--- config.mk ---
export PLATFORM = sky130hd
export DESIGN_NAME = fir_hs_ctrl
export DESIGN_NICKNAME = d
export VERILOG_FILES = /design/src/rtl/fir_hs_ctrl_pkg.sv /design/src/rtl/fir_hs_ctrl_hs_join.sv /design/src/rtl/fir_hs_ctrl.sv
export SDC_FILE = /design/constraint.sdc
export NUM_CORES = 1
export LEC_CHECK = 0
export BUFFER_PORTS_ARGS = -buffer_cell sky130_fd_sc_hd__buf_4
export CORE_AREA = 8 8 80 82
export DETAILED_ROUTE_END_ITERATION = 10
export DIE_AREA = 0 0 88 90
export GPL_TIMING_DRIVEN = 0
export REMOVE_ABC_BUFFERS = 1
export SLEW_MARGIN = 40
export SYNTH_ARGS = -nofsm -noshare
export SYNTH_HDL_FRONTEND = slang
export SYNTH_SLANG_ARGS = --single-unit
--- constraint.sdc ---
create_clock -name clk -period 2.6 [get_ports clk]
set_clock_uncertainty 0.15 [all_clocks]
set_input_delay 0 -clock clk [delete_from_list [all_inputs] [get_ports clk]]
set_output_delay 0 -clock clk [all_outputs]
set_load 0.02 [all_outputs]
--- src/rtl/fir_hs_ctrl_pkg.sv ---
// Shared definitions for the polyphase FIR handshake sequencer:
// FSM state encodings, error bit indices and the debug view of both FSMs.
package fir_hs_ctrl_pkg;

    // Input FSM states
    localparam logic [1:0] IN_IDLE  = 2'd0;
    localparam logic [1:0] IN_FORK  = 2'd1;
    localparam logic [1:0] IN_ACK   = 2'd2;
    localparam logic [1:0] IN_REL   = 2'd3;

    // Output FSM states (2'd3 unused, recovers to OUT_IDLE)
    localparam logic [1:0] OUT_IDLE = 2'd0;
    localparam logic [1:0] OUT_CAPT = 2'd1;
    localparam logic [1:0] OUT_ACK  = 2'd2;

    // Sticky error bit positions
    localparam int ERR_W      = 3;
    localparam int ERR_IN_TO  = 0;
    localparam int ERR_OUT_TO = 1;
    localparam int ERR_SPUR   = 2;

    // Debug view of both FSMs, exported on the top-level port o_dbg
    typedef struct packed {
        logic [1:0] in_state;
        logic [1:0] out_state;
    } fsm_dbg_t;

endpackage

--- src/rtl/fir_hs_ctrl_hs_join.sv ---
// Join detector for NR_SUB handshake wires: reports all-high / all-low and
// raises a one-cycle timeout pulse when a partial join (some but not all
// wires high) persists for TIMEOUT enabled cycles. The counter saturates so
// the pulse fires once per stall; a full or empty join re-arms it.
module hs_join #(
    parameter int NR_SUB  = 3,
    parameter int TIMEOUT = 64,
    parameter int TO_W    = 7
) (
    input  logic              clk,
    input  logic              rst,
    input  logic              i_en,
    input  logic [NR_SUB-1:0] i_bits,
    output logic              o_all_hi,
    output logic              o_all_lo,
    output logic              o_timeout
);

    localparam logic [TO_W-1:0] TO_MAX  = TO_W'(TIMEOUT);
    localparam logic [TO_W-1:0] TO_LAST = TO_W'(TIMEOUT - 1);

    logic [TO_W-1:0] r_cnt;
    logic            w_partial;

    assign o_all_hi  = &i_bits;
    assign o_all_lo  = ~|i_bits;
    assign w_partial = ~o_all_hi & ~o_all_lo;

    // Pulse on the cycle the partial-join count reaches TIMEOUT
    assign o_timeout = i_en & w_partial & (r_cnt == TO_LAST);

    // Count enabled partial-join cycles, saturating at TIMEOUT
    always_ff @(posedge clk or negedge rst) begin
        if (!rst) begin
            r_cnt <= '0;
        end else if (i_en && w_partial) begin
            if (r_cnt != TO_MAX) begin
                r_cnt <= r_cnt + 1'b1;
            end
        end else begin
            r_cnt <= '0;
        end
    end

endmodule

--- src/rtl/fir_hs_ctrl.sv ---
// Handshake sequencer for the 3-way polyphase FIR. Forks the input 4-phase
// handshake to the subfilter lanes, joins their acks, joins the subfilter
// results into the output handshake, and strobes the merged-output register.
//
// Handshake protocol (all ports): 4-phase return-to-zero. A requester raises
// req and holds it until it sees ack high; it then drops req and may not raise
// it again until ack has returned low. The acknowledger raises ack only in
// response to req, holds it until req falls, then drops it. Data crossing the
// handshake is valid from ack rising until req falls.
module fir_hs_ctrl
    import fir_hs_ctrl_pkg::*;
#(
    parameter int NR_SUB       = 3,
    parameter int MAX_INFLIGHT = 4,
    parameter int CNT_W        = 3,
    parameter int TIMEOUT      = 64,
    parameter int TO_W         = 7
) (
    input  logic              clk,
    input  logic              rst,
    input  logic              req_in,
    output logic              ack_in,
    input  logic              req_out,
    output logic              ack_out,
    output logic [NR_SUB-1:0] sf_req_in,
    input  logic [NR_SUB-1:0] sf_ack_in,
    input  logic [NR_SUB-1:0] sf_req_out,
    output logic [NR_SUB-1:0] sf_ack_out,
    output logic              cap_en,
    output logic [CNT_W-1:0]  inflight,
    output logic [ERR_W-1:0]  err,
    input  logic              err_clr,
    output fsm_dbg_t          o_dbg
);

    localparam logic [CNT_W-1:0] INFLIGHT_MAX = CNT_W'(MAX_INFLIGHT);

    logic [1:0]        r_in_state;
    logic [1:0]        r_out_state;
    logic              r_ack_in;
    logic              r_ack_out;
    logic [NR_SUB-1:0] r_sf_req_in;
    logic [NR_SUB-1:0] r_sf_ack_out;
    logic              r_cap_en;
    logic [CNT_W-1:0]  r_inflight;
    logic [ERR_W-1:0]  r_err;

    logic              w_ack_all_hi;
    logic              w_ack_all_lo;
    logic              w_in_to;
    logic              w_oreq_all_hi;
    logic              w_oreq_all_lo;
    logic              w_out_to;
    logic              w_in_join_en;
    logic              w_out_join_en;
    logic              w_accept;
    logic              w_deliver;
    logic              w_capture;
    logic              w_spurious;
    logic [ERR_W-1:0]  w_err_set;

    // Input join: lane acks are watched while the fork is pending or releasing
    assign w_in_join_en = (r_in_state == IN_FORK) | (r_in_state == IN_REL);

    hs_join #(
        .NR_SUB  (NR_SUB),
        .TIMEOUT (TIMEOUT),
        .TO_W    (TO_W)
    ) u_join_in (
        .clk       (clk),
        .rst       (rst),
        .i_en      (w_in_join_en),
        .i_bits    (sf_ack_in),
        .o_all_hi  (w_ack_all_hi),
        .o_all_lo  (w_ack_all_lo),
        .o_timeout (w_in_to)
    );

    // Output join: lane results are watched only while waiting to capture
    assign w_out_join_en = (r_out_state == OUT_IDLE);

    hs_join #(
        .NR_SUB  (NR_SUB),
        .TIMEOUT (TIMEOUT),
        .TO_W    (TO_W)
    ) u_join_out (
        .clk       (clk),
        .rst       (rst),
        .i_en      (w_out_join_en),
        .i_bits    (sf_req_out),
        .o_all_hi  (w_oreq_all_hi),
        .o_all_lo  (w_oreq_all_lo),
        .o_timeout (w_out_to)
    );

    // Acceptance: all lanes have taken the sample. Delivery: capture cycle.
    assign w_accept   = (r_in_state == IN_FORK) & w_ack_all_hi;
    assign w_deliver  = (r_out_state == OUT_CAPT);
    assign w_capture  = (r_out_state == OUT_IDLE) & w_oreq_all_hi & req_out
                        & (r_inflight != '0);
    // A lane presenting a result with nothing in flight is a protocol error
    assign w_spurious = (r_out_state == OUT_IDLE) & ~w_oreq_all_lo
                        & (r_inflight == '0);

    always_comb begin
        w_err_set             = '0;
        w_err_set[ERR_IN_TO]  = w_in_to;
        w_err_set[ERR_OUT_TO] = w_out_to;
        w_err_set[ERR_SPUR]   = w_spurious;
    end

    // Input FSM: fork req_in to all lanes, join acks, then release in order
    always_ff @(posedge clk or negedge rst) begin
        if (!rst) begin
            r_in_state  <= IN_IDLE;
            r_sf_req_in <= '0;
            r_ack_in    <= 1'b0;
        end else begin
            case (r_in_state)
                IN_IDLE: begin
                    if (req_in && (r_inflight < INFLIGHT_MAX)) begin
                        r_in_state  <= IN_FORK;
                        r_sf_req_in <= '1;
                    end
                end
                IN_FORK: begin
                    if (w_ack_all_hi) begin
                        r_in_state <= IN_ACK;
                        r_ack_in   <= 1'b1;
                    end
                end
                IN_ACK: begin
                    if (!req_in) begin
                        r_in_state  <= IN_REL;
                        r_sf_req_in <= '0;
                    end
                end
                IN_REL: begin
                    if (w_ack_all_lo) begin
                        r_in_state <= IN_IDLE;
                        r_ack_in   <= 1'b0;
                    end
                end
                default: begin
                    r_in_state  <= IN_IDLE;
                    r_sf_req_in <= '0;
                    r_ack_in    <= 1'b0;
                end
            endcase
        end
    end

    // Output FSM: capture joined result, then hold ack until both sides release
    always_ff @(posedge clk or negedge rst) begin
        if (!rst) begin
            r_out_state  <= OUT_IDLE;
            r_cap_en     <= 1'b0;
            r_ack_out    <= 1'b0;
            r_sf_ack_out <= '0;
        end else begin
            case (r_out_state)
                OUT_IDLE: begin
                    if (w_capture) begin
                        r_out_state <= OUT_CAPT;
                        r_cap_en    <= 1'b1;
                    end
                end
                OUT_CAPT: begin
                    r_out_state  <= OUT_ACK;
                    r_cap_en     <= 1'b0;
                    r_ack_out    <= 1'b1;
                    r_sf_ack_out <= '1;
                end
                OUT_ACK: begin
                    if (!req_out && w_oreq_all_lo) begin
                        r_out_state  <= OUT_IDLE;
                        r_ack_out    <= 1'b0;
                        r_sf_ack_out <= '0;
                    end
                end
                default: begin
                    r_out_state  <= OUT_IDLE;
                    r_cap_en     <= 1'b0;
                    r_ack_out    <= 1'b0;
                    r_sf_ack_out <= '0;
                end
            endcase
        end
    end

    // In-flight count: accept and deliver in the same cycle cancel out
    always_ff @(posedge clk or negedge rst) begin
        if (!rst) begin
            r_inflight <= '0;
        end else begin
            case ({w_accept, w_deliver})
                2'b10:   r_inflight <= r_inflight + 1'b1;
                2'b01:   r_inflight <= r_inflight - 1'b1;
                default: r_inflight <= r_inflight;
            endcase
        end
    end

    // Sticky error flags; a new set beats a simultaneous clear
    always_ff @(posedge clk or negedge rst) begin
        if (!rst) begin
            r_err <= '0;
        end else begin
            r_err <= w_err_set | (r_err & ~{ERR_W{err_clr}});
        end
    end

    assign ack_in          = r_ack_in;
    assign ack_out         = r_ack_out;
    assign sf_req_in       = r_sf_req_in;
    assign sf_ack_out      = r_sf_ack_out;
    assign cap_en          = r_cap_en;
    assign inflight        = r_inflight;
    assign err             = r_err;
    assign o_dbg.in_state  = r_in_state;
    assign o_dbg.out_state = r_out_state;

endmodule
==> impl_results.md <==
- Run status: completed
- Fmax: ~0.5 GHz
- Via count: 1077
- Initial DRT Pass Iterations: 4
- # hold bufs at CTS: 9
- Cell taking the most area after synthesis: dfrtp_1
- Final antenna-violating net count: 0
- CP endpoint kind: flop
- Finished Layout Cells: 250
- Row count: 27
- Slowest Stage Delay on Critical Path: 0.41 ns
- DP Cell Count: 237
- Antenna violations before repair: 0
- Drt drc: 0
- Yosys warns: 0
- Drt via density: 4.31
- Cts bufs inserted: 3
- H-tree Lvls: 1
- Worst skew pair latency: about 0.27 ns
- Vias in the first global route: between 1000 and 1500
- WL final: roughly 2.9 mm
- Post-CTS setup buffer count: 0
- Avg WL per Cell: 11.5 µm
- Max-cap violations: 0
- Slew @ Worst Pin: 0.360 ns
- Worst reg2reg path startpoint: r_in_state[1]
- Largest net degree at the start of global routing: 29
- Slew HR: 0.760
- Largest cells by area after synthesis: dfrtp_1 47%, ha_1 7.6%, nor2_1 4.3%
- Die ar.: 7920 µm²
- Max FO, Critical Path: 5
- Setup TNS: 0 ns
- CTS sink count: 28
- Tmin final: 2.06 ns
- Core area: 5240 µm²
- Power Density: 932 nW/µm²
- Setup slack after layout: 0.542 ns
- Starting DRT DRC Count: around 40
- Total GRT Usage: 0.0785
- CP Class: reg -> reg
- CP Data Arrival Time: approximately 2.1 ns
- RSZ-0062 raised after global routing: no
- I/O Pins: 30
- Port Buffer Count: 29
- Post-CTS sizing: 0
- Share of layout cells above drive strength 1: 0.213
- Diode count: 0
- R2r endpoint: inflight[2]
- Slack of the worst reg-to-reg path: 0.54 ns
- Post-DP Area: 1740 µm²
- Final Max Slew Viols: 0
- Commonest non-fill, non-tap cell in the layout: buf_4
- Gp weighted congestion: 0.719
- Final setup violation count: 0
- Pwr Total: 1.77 mW
- Seq cells post-synth: 28
- Critical path buffer and inverter count: 2
- CTS max path bufs: 2
- Post-route design area: around 1900 µm²
- Die Y: 90 µm
- Cells along the critical path: inv_1 > ha_1 > nand2_1 > ha_1 > inv_1 > fa_1 > xor2_1 > nor2_1 > xnor2_1
- Slowest-stage cell, CP: dfrtp_1
- P&R area growth vs syn: 28.9%
- First-pass GRT wire length: approximately 5 mm
- Unique masters post-synth: 34
- CTS root buffer: clkbuf_8
- P_leak: 0.894 nW
- Most frequent cells in the layout: 29 x buf_4, 28 x dfrtp_1, 17 x nor2_1
- Final Cycle Share: 0.791
- Worst IR Drop VDD: 471 µV
- Largest delay share family, worst path: adder cells
- Cell depth of the worst flop-to-flop path: 9
- Syn Inst Count: 142
- Sequential element share of the synthesized area: 0.475
- Pre-CTS setup slack: about 0.55 ns
- Die W: roughly 90 µm
- Syn Area/Cell: 10.4 µm²
- Yosys top cell area share: 0.475
- Grt ovf: 0
- Clk pin slew, worst setup/hold paths: around 0.09 ns
- Layout Nets: 200
- Initial core utilization: 0.282
- Worst EP required: 2.65 ns
- Final hold vios: 0
- CTS tree: yes
- Worst Setup Start Kind: flop
- Worst min path class: in -> async
- Mapped Area: 1480 µm²
- Dpl hpwl: 2.11 mm
-- worst max path at each step --
stage | startpoint | end | slack [ns] | depth (start not counted)
final | r_in_state[1] | inflight[2] | 0.54 | 9
after global routing | r_in_state[1] | inflight[2] | 0.39 | 9
after CTS | r_in_state[1] | inflight[2] | 0.53 | 9
after detailed placement | r_in_state[1] | inflight[2] | 0.55 | 9
after global placement | r_in_state[1] | inflight[2] | 0.59 | 9
after floorplan | r_in_state[1] | inflight[2] | 0.55 | 9
-- power breakdown --
group          switching [mW]  leakage [nW]  internal (mW)  total [mW]
Clock                   0.134        0.0357          0.206       0.341
Combinational           0.421         0.498          0.348       0.769
Sequential              0.118         0.360          0.546       0.664
Total                   0.673         0.894           1.10        1.77
-- per-layer routing --
metal / global-route usage / part of all wire / vias up
met2: 0.121 / 0.43 / 23
met3: 0.0300 / 0.072 / 2
met1: 0.0998 / 0.48 / 501
met4: 0.0172 / 0.0077 / 0
li1: - / - / 551
met5: 0 / 0 / -
-- area by class of cell --
cell class / instances / area [µm²]
clock buffer: 3 / 41.3
clock inverter: 1 / 30.0
fill: 529 / 3330
inverter: 14 / 52.6
multi-input combinational: 94 / 681
sequential: 28 / 701
tap: 72 / 90.1
timing repair buffer: 38 / 308
-- logic make-up after synthesis --
group	count (synthesis)	share of synthesized area
adders and majority gates	10	0.0898
DFF	28	0.475
AOI/OAI and AO/OA	20	0.0932
muxes	3	0.0212
xor gates and xnor gates	12	0.0712
and+or+nand+nor	49	0.186
buffers and inverters	20	0.0644
-- synthesized netlist by cell type --
| cell | n |
|---|---|
| a31oi_1 | 1 |
| mux2_1 | 1 |
| nand2_1 | 7 |
| buf_2 | 1 |
| o21ai_0 | 6 |
| fa_1 | 1 |
| and4b_1 | 1 |
| ha_1 | 9 |
| o22ai_1 | 1 |
| nand3_1 | 6 |
| nand3b_1 | 3 |
| o32a_1 | 1 |
| inv_1 | 14 |
| and4bb_2 | 1 |
| nor2_1 | 17 |
| nor3_1 | 2 |
| mux2i_1 | 2 |
| a221oi_2 | 1 |
| o21ai_2 | 1 |
| xor2_1 | 6 |
| o21a_1 | 1 |
| nor3_2 | 1 |
| and3_1 | 3 |
| o32ai_1 | 1 |
| nor4b_1 | 2 |
| dfrtp_1 | 28 |
| a32o_1 | 1 |
| nand2b_1 | 1 |
| buf_4 | 5 |
| xnor2_1 | 6 |
| a21oi_1 | 4 |
| nor4_4 | 1 |
| a21o_1 | 2 |
| or3_1 | 4 |
-- registers in the layout, indices dropped and copies added, names as in the netlist --
name              cells
cap_en                1
inflight              3
sf_ack_out            1
u_join_in.r_cnt       7
sf_req_in             1
r_out_state           2
ack_in                1
u_join_out.r_cnt      7
err                   3
r_in_state            2
-- per-stage QoR --
stage | util | hold WS [ns]
finish | 0.363 | 0.0203
global route | 0.363 | 0.0540
CTS | 0.363 | 0.0336
detailed placement | 0.333 | -0.210
global placement | 0.333 | -0.205
floorplan | - | -0.446
No activity file was read; power rests on OpenSTA's default activity.
